## config.mk

```make
export PLATFORM = sky130hd
export DESIGN_NAME = data_mem_ctrl
export DESIGN_NICKNAME = d
export VERILOG_FILES = /design/src/rtl/mem_pkg.sv /design/src/rtl/load_extend.sv /design/src/rtl/data_mem_ctrl.sv
export SDC_FILE = /design/constraint.sdc
export NUM_CORES = 1
export LEC_CHECK = 0
export ABC_AREA = 1
export BUFFER_PORTS_ARGS = -buffer_cell sky130_fd_sc_hd__clkbuf_2
export CAP_MARGIN = 20
export CELL_PAD_IN_SITES_DETAIL_PLACEMENT = 1
export CELL_PAD_IN_SITES_GLOBAL_PLACEMENT = 1
export CORE_ASPECT_RATIO = 0.7
export CORE_MARGIN = 5
export CORE_UTILIZATION = 35
export CTS_BUF_LIST = sky130_fd_sc_hd__clkbuf_4
export CTS_CLUSTER_DIAMETER = 80
export DETAILED_ROUTE_END_ITERATION = 12
export MAX_ROUTING_LAYER = met4
export PLACE_DENSITY_LB_ADDON = 0.1
export SETUP_SLACK_MARGIN = 0.02
export SYNTH_ARGS = -nofsm -noshare
export SYNTH_HDL_FRONTEND = slang
export SYNTH_SLANG_ARGS = --single-unit
```

## constraint.sdc

```tcl
create_clock -name clk -period 3 [get_ports clk]
set_clock_uncertainty 0.15 [all_clocks]
set_input_delay 0.6 -clock clk [delete_from_list [all_inputs] [get_ports clk]]
set_output_delay 0.6 -clock clk [all_outputs]
set_load 0.02 [all_outputs]
```

## src/rtl/mem_pkg.sv

```systemverilog
// Shared encodings for the data-memory controller: access widths, IO region code, FSM states.
package mem_pkg;

  localparam logic [1:0] W_BYTE = 2'd0;
  localparam logic [1:0] W_HALF = 2'd1;
  localparam logic [1:0] W_WORD = 2'd2;

  localparam logic [1:0] IO_REGION_HI = 2'b11;

  typedef enum logic [2:0] {
    IDLE,
    RD,
    RD_LAST,
    WR,
    DONE
  } state_t;

  // Width code 3 is handled as a word access.
  function automatic logic [2:0] beat_count(input logic [1:0] width);
    case (width)
      W_BYTE:  return 3'd1;
      W_HALF:  return 3'd2;
      default: return 3'd4;
    endcase
  endfunction

endpackage

```

## src/rtl/load_extend.sv

```systemverilog
// Zero/sign extension of reassembled load data to 32 bits.
module load_extend
  import mem_pkg::*;
(
  input  logic [31:0] raw,
  input  logic [1:0]  width,
  input  logic        sign_ext,
  output logic [31:0] val
);

  always_comb begin
    case (width)
      W_BYTE:  val = {{24{sign_ext & raw[7]}}, raw[7:0]};
      W_HALF:  val = {{16{sign_ext & raw[15]}}, raw[15:0]};
      default: val = raw;
    endcase
  end

endmodule

```

## src/rtl/data_mem_ctrl.sv

```systemverilog
// Byte-serial data-memory controller between the LSB and the shared 8-bit RAM port.
// Optional DMEM_LAST_BYTE_BYPASS_EN: final load byte is forwarded combinationally, skipping RD_LAST.
module data_mem_ctrl
  import mem_pkg::*;
#(
  parameter int unsigned ADDR_W = 18,
  parameter logic [1:0]  IO_HI  = IO_REGION_HI
) (
  input  logic              clk,
  input  logic              rst,
  input  logic              dcache_rw_en,
  input  logic              dcache_write_mode,
  input  logic [1:0]        dcache_width,
  input  logic              dcache_sign_ext,
  input  logic [ADDR_W-1:0] dcache_addr,
  input  logic [31:0]       dcache_value,
  output logic              dcache_idle,
  output logic              dcache_rw_feedback_en,
  output logic [31:0]       dcache_load_val,
  output logic              mem_req,
  input  logic              mem_grant,
  output logic [31:0]       mem_a,
  output logic              mem_wr,
  output logic [7:0]        mem_dout,
  input  logic [7:0]        mem_din,
  input  logic              io_buffer_full
);

  state_t state, state_next;

  logic [ADDR_W-1:0] addr;
  logic [1:0]        width;
  logic              sign_ext;
  logic              is_write;
  logic [31:0]       value;
  logic [31:0]       raw;
  logic [31:0]       load_reg;
  logic [2:0]        k;
  logic              pend;
  logic [1:0]        pend_lane;

  logic              accept;
  logic              beat;
  logic              last_beat;
  logic              io_block;
  logic [ADDR_W-1:0] beat_addr;
  logic [31:0]       raw_final;
  logic [31:0]       ext_val;

  assign last_beat = (k == beat_count(width) - 3'd1);
  assign beat_addr = addr + ADDR_W'(k);
  assign io_block  = is_write && (addr[ADDR_W-1 -: 2] == IO_HI) && io_buffer_full;

  // Lanes already captured, with the byte currently on mem_din merged into the pending lane.
  always_comb begin
    raw_final = raw;
    raw_final[{pend_lane, 3'b000} +: 8] = mem_din;
  end

  load_extend u_load_extend (
    .raw      (raw_final),
    .width    (width),
    .sign_ext (sign_ext),
    .val      (ext_val)
  );

  always_comb begin
    state_next            = state;
    accept                = 1'b0;
    beat                  = 1'b0;
    dcache_idle           = 1'b0;
    dcache_rw_feedback_en = 1'b0;
    mem_req               = 1'b0;
    mem_wr                = 1'b0;
    mem_a                 = '0;
    mem_dout              = '0;
    case (state)
      IDLE, DONE: begin
        dcache_idle           = 1'b1;
        dcache_rw_feedback_en = (state == DONE);
        accept                = dcache_rw_en;
        if (dcache_rw_en) state_next = dcache_write_mode ? WR : RD;
        else              state_next = IDLE;
      end
      RD: begin
        mem_req = 1'b1;
        mem_a   = 32'(beat_addr);
        if (mem_grant) begin
          beat = 1'b1;
`ifdef DMEM_LAST_BYTE_BYPASS_EN
          if (last_beat) state_next = DONE;
`else
          if (last_beat) state_next = RD_LAST;
`endif
        end
      end
      RD_LAST: state_next = DONE;
      WR: begin
        mem_req  = 1'b1;
        mem_a    = 32'(beat_addr);
        mem_dout = value[{k[1:0], 3'b000} +: 8];
        if (mem_grant && !io_block) begin
          beat   = 1'b1;
          mem_wr = 1'b1;
          if (last_beat) state_next = DONE;
        end
      end
      default: state_next = IDLE;
    endcase
  end

`ifdef DMEM_LAST_BYTE_BYPASS_EN
  assign dcache_load_val = (state == DONE && !is_write) ? ext_val : load_reg;
`else
  assign dcache_load_val = load_reg;
`endif

  always_ff @(posedge clk) begin
    if (rst) begin
      state     <= IDLE;
      addr      <= '0;
      width     <= '0;
      sign_ext  <= 1'b0;
      is_write  <= 1'b0;
      value     <= '0;
      raw       <= '0;
      load_reg  <= '0;
      k         <= '0;
      pend      <= 1'b0;
      pend_lane <= '0;
    end else begin
      state <= state_next;
`ifdef DMEM_LAST_BYTE_BYPASS_EN
      if (state == DONE && !is_write) load_reg <= ext_val;
`else
      if (state == RD_LAST) load_reg <= ext_val;
`endif
      if (accept) begin
        addr     <= dcache_addr;
        width    <= dcache_width;
        sign_ext <= dcache_sign_ext;
        is_write <= dcache_write_mode;
        value    <= dcache_value;
        raw      <= '0;
        k        <= '0;
        pend     <= 1'b0;
      end else begin
        // Read data trails its granted beat by one cycle.
        if (pend) raw[{pend_lane, 3'b000} +: 8] <= mem_din;
        pend <= beat && !is_write;
        if (beat) begin
          k         <= k + 3'd1;
          pend_lane <= k[1:0];
        end
      end
    end
  end

endmodule

```

# Word level (Yosys, flattened, before mapping)
# Index checks and enable logic that the tools add are counted.
# Widths: inputs -> output; s select.
classes:
  n_eq_ne: 11
  n_bitwise: 3
  n_shift: 3
  n_reduce_logical: 13
  n_addsub: 4
  muxes: 20
ops:
  columns: ["operator", "count"]
  rows:
  - ["$pmux 32 s2", 1]
  - ["$bwmux 32", 1]
  - ["$shift 8x7->32 const A", 1]
  - ["$shiftx 32x6->8", 1]
  - ["$shiftx 8x7->32", 1]
  - ["$add 18x3->18", 1]
  - ["$mux 18", 1]
  - ["$mux 3", 4]
  - ["$pmux 3 s4", 1]
  - ["$mux 8", 1]
  - ["$ne 2x2->1 const B", 4]
  - ["$mux 1", 7]
  - ["$neg 5->7", 1]
  - ["$eq 3x2->1 const B", 2]
  - ["$pmux 3 s2", 1]
  - ["$reduce_or 2->1", 3]
  - ["$logic_and 1x1->1", 4]
  - ["$mux 2", 2]
  - ["$reduce_and 4->1", 1]
  - ["$add 3x1->3 const B", 1]
  - ["$eq 3x1->1 const B", 1]
  - ["$eq 3x3->1", 1]
  - ["$eq 3x3->1 const B", 1]
  - ["$logic_not 3->1", 1]
  - ["9 further kinds", 11]
totals:
  in_bits: 67
  ff_bits: 127
  word_cells: 65
  output_inout_bits: 76

# Depth between registers and ports, before layout
logic_depth:
  ltp_word: 8
  ltp_mapped: 13

# Modules after synthesis
# From an unflattened synthesis, not the netlist that was laid out.
hier_totals:
  cells_unflattened: 952
  hier_area_um2: 6550.0
modules_own_cells:
  columns: ["mod", "seq_area_each_um2", "cells_each", "area_per_inst_um2", "instances"]
  rows:
  - ["data_mem_ctrl", 2542.4, 880, 6083.3, 1]
  - ["load_extend", 0.0, 72, 466.7, 1]

# Worst setup path before layout
# No wires, ideal clock.
synth_path:
  kind: "reg2out"
  startpoint: "reg k[1]"
  endpoint: "out mem_a[16]"
  arrival_time_ns: 1.847
  slack_ns: 0.403
  stages_incl_launch_ff: 11
  path_cell_list: "dfxtp_1 inv_1 buf_2 fa_1 nor2_1 nor2_1 nor2_2 nand2_1 o21bai_1 nand2_1 nor2_1"
synth_via:
  elab_chain_len: 2
synth_rtl:
  columns: ["item", "line", "text"]
  rows:
  - ["from (decl)", "data_mem_ctrl.sv:38", "logic [2:0] k;"]
  - ["from (signal assigned)", "data_mem_ctrl.sv:152", "k <= k + 3'd1;"]
  - ["$add 18x3->18", "data_mem_ctrl.sv:51", "assign beat_addr = addr + ADDR_W'(k);"]
  - ["$mux 18", "data_mem_ctrl.sv:77", "case (state)"]
  - ["to (decl)", "data_mem_ctrl.sv:22", "output logic [31:0] mem_a,"]
# Every way passes these cells.

# Final worst setup path
layout_path:
  startpoint: "reg addr[0]"
  endpoint: "out mem_a[8]"
layout_via:
  elab_chain_len: 2
layout_rtl:
  columns: ["item", "line", "text"]
  rows:
  - ["from (decl)", "data_mem_ctrl.sv:31", "logic [ADDR_W-1:0] addr;"]
  - ["from (signal assigned)", "data_mem_ctrl.sv:139", "addr <= dcache_addr;"]
  - ["$add 18x3->18", "data_mem_ctrl.sv:51", null]
  - ["$mux 18", "data_mem_ctrl.sv:77", null]
# Every way passes these cells.

==> run metrics <==
outcome complete, but fails checks; failing checks setup timing; layout net count 1155; Rows roughly 40; xor and xnor area share after synthesis 0.005379; Hold Path Sink value[13]; VDD IR max 0.2657 mV; initial antenna violation count 1; first-pass GRT wire length between 30 and 40 mm; Slew HR 0.5415; Final Cycle Share 1.023; CP startpoint kind register; Leak 3.663 nW; largest net degree at the start of global routing 49; Port Buffers 128; CP Capture Type output pin; share of cells above drive strength 1 0.2291; Area growth syn-to-layout 18.87%; 1st-pass router iterations 5; Fin. Hold Viols 0; die area 0.02148 mm²; Max stage delay cell, worst path dfxtp_2; Gate power share 0.322; die boundary width 173.0 µm; EDFF count, synth 0; clk root buf clkbuf_4; PnR worst setup slack -0.06890 ns; HPWL Detailed 14.91 mm; Clock Path Buffers 2; number of remaining DRC errors 0; P_sw 0.001904 W; wire per inst between 15 and 20 µm; Synth async-reset ratio 0; Synth Area in Compound Gates 0.1942; R2R Path End dcache_load_val[30]; pwr dens roughly 630 mW/mm²; critical path class register to output pin; Initial DRC Count 446; flop and latch count out of synthesis 127; sequential power share 0.435; FF-to-FF path depth 10; main combinational cell family by area after synthesis simple AND/OR/NAND/NOR gates; post-synthesis sequential area ratio 0.3904; Top Ports 143; hold depth 3; H-tree depth 4; Core ar. 0.01816 mm²; Worst R2R Setup Slack 0.61 ns; Syn Area/Cell 6.827 µm²; CTS sink cnt between 100 and 150; Synth cell types 38; top_reg_cell synth dfxtp_1; post-layout min period ~3.1 ns; Yosys warnings 0; critical path's largest stage delay between 0.3 and 0.4 ns; maxcap violations 0; met3 Track Usage GR 0.04157; number of vias per cell between 4 and 5; worst reg2reg path startpoint pend_lane[0]; WP data arrival approximately 2.3 ns; Clk pwr share 0.243; Clock Latency Late Sink around 0.55 ns; simple-gate share of the synthesized area 0.2599; gr ovfl total 0; multiplexer area fraction after synthesis 0; vias in the first global route 6220; max-slew violation count 0; hold_sp dcache_value[13]; slew of the pin with the lowest slew margin 0.6853 ns; RSZ-0062 raised after global routing yes; Critical Path, Cell by Cell ha_4 > inv_2 > fa_2 > nor2_4 > nor2_2 > nor2_4 > buf_6 > a21oi_2 > nor3_1 > buf_4; Critical Path RT 2.25 ns; netlist area before placement 0.006512 mm²; post-route antenna net violation count 0; total track usage 0.1987; Max Clk Rate 325.8 MHz; Post-CTS Hold Buffers 0; Final Core Density 0.4263; adder-cell share of the synthesized area 0.02037; DR vias ~6400; switching share of power 0.3922; hold slack 0.1491 ns; CTS tree done; routing usage on met2 0.2788; post-place setup slack 0.1439 ns; Worst Hold Class input port to register; Clock transition at path regs around 0.12 ns; Placer Congestion 0.8640; Initial Util 0.3586; M1 GR Usage 0.2933; crit path max fanout 3; Finish-stage setup viols 3; CP most frequent cell nor2_4; Pint 0.002952 W; Routed WL 20.70 mm; TritonCTS Buffers 17; Post-Syn Instances 954; Die H ~120 µm; Most Crowded Layer GR met1
-- logic make-up after synthesis --
group                    Yosys count
XOR/XNOR                           4
flip-flops                       127
adder cells (fa/ha/maj)           10
other                              1
AND/OR/NAND/NOR                  393
buffers and inverters            187
AO/OA/AOI/OAI                    232
-- worst max-delay path: cells and delay by family, from the launching register on --
kind                       cells  cell delay, ns
adders and majority gates      2            0.50
and+or+nand+nor                4            0.49
DFF                            1            0.37
buffers and inverters          3            0.35
AOI/OAI and AO/OA              1            0.05
-- power groups by stage --
stage,sequential [W],combinational [W],clock (W)
floorplan,0.00221,0.00102,0
global placement,0.00213,0.00151,0
detailed placement,0.00214,0.00153,0
CTS,0.00211,0.00154,0.00122
global route,0.00215,0.00176,0.00130
finish,0.00211,0.00156,0.00118
-- state kept, by name (all words and copies together), names as in the netlist --
| signal | cells |
|---|---|
| addr | 18 |
| dcache_load_val | 32 |
| is_write | 1 |
| k | 3 |
| pend | 1 |
| pend_lane | 2 |
| raw | 32 |
| sign_ext | 1 |
| state | 3 |
| value | 32 |
| width | 2 |
-- area by class of cell --
| type | count | area (µm²) |
|---|---|---|
| Timing Repair Buffer | 154 | 875.8 |
| Antenna cell | 2 | 5.005 |
| Fill cell | 2445 | 10420 |
| Clock inverter | 13 | 121.4 |
| Inverter | 124 | 473.0 |
| Clock buffer | 19 | 142.6 |
| Sequential cell | 127 | 2554 |
| Tap cell | 236 | 295.3 |
| Timing Repair inverter | 1 | 5.005 |
| Multi-Input combinational cell | 653 | 3269 |
-- worst max-delay path by stage --
stage / endpoint / cells after the start / from
final: mem_a[8] / 10 / addr[0]
after floorplan: mem_a[16] / 10 / k[1]
after global routing: mem_a[8] / 10 / addr[0]
after CTS: mem_a[16] / 11 / k[0]
after global placement: mem_a[16] / 11 / addr[0]
after detailed placement: mem_a[16] / 11 / addr[0]
-- metal layers --
layer	up-vias	share of wire
met2	111	0.40
li1	3256	-
met1	2981	0.56
met5	-	0
met4	0	0.0079
met3	11	0.035
-- Yosys cell counts (3+ instances only) --
library cell / number / area share
nand2_2: 6 / 0.0058
o22ai_1: 14 / 0.013
o21bai_1: 8 / 0.0092
clkbuf_1: 16 / 0.0092
nand3_1: 26 / 0.020
buf_6: 3 / 0.0052
o21ai_0: 132 / 0.10
buf_2: 20 / 0.015
nand4_1: 3 / 0.0029
a21oi_1: 52 / 0.040
buf_4: 21 / 0.024
xnor2_1: 3 / 0.0040
nor3_1: 9 / 0.0069
nor2_1: 194 / 0.11
o21ai_1: 7 / 0.0054
nand2_1: 130 / 0.075
o21a_1: 16 / 0.018
nand3_2: 13 / 0.020
nor2_2: 3 / 0.0029
inv_1: 115 / 0.066
dfxtp_1: 127 / 0.39
ha_1: 9 / 0.017
inv_2: 7 / 0.0040
nand2_4: 4 / 0.0069
-- per-stage QoR --
step	total power, W	cell area (µm²)	cells	TNS [ns]
2_1_floorplan	0.003230	6561	967	0
3_5_place_dp	0.003669	7227	1282	0
6_report	0.004856	7741	1329	-0.1820
3_3_place_gp	0.003643	7227	1282	0
4_1_cts	0.004877	7597	1319	-0.7476
5_1_grt	0.005209	7741	1329	-1.123
-- cell usage in the layout, fill, tap and decap left out, drive strengths merged, types with 2 or more instances in the layout --
cell type,count
clkinv,9
o21a,16
conb,14
xnor2,3
o21bai,9
nor2,197
bufinv,2
nand3,40
nand2,140
nand4,3
ha,9
a21oi,53
diode,2
dfxtp,127
nor3,11
inv,121
o22ai,14
clkinvlp,6
o21ai,139
buf,35
clkbuf,138
-- timing repair --
action | CTS | global route
endpoints found under the hold margin | 0 | 0
resized for setup | 22 | 32
setup buffers | 5 | 7
endpoints found under the setup margin | 11 | 22
cloned | 0 | 1
pin swaps | 10 | 11
(Power assumes the default switching activity.)
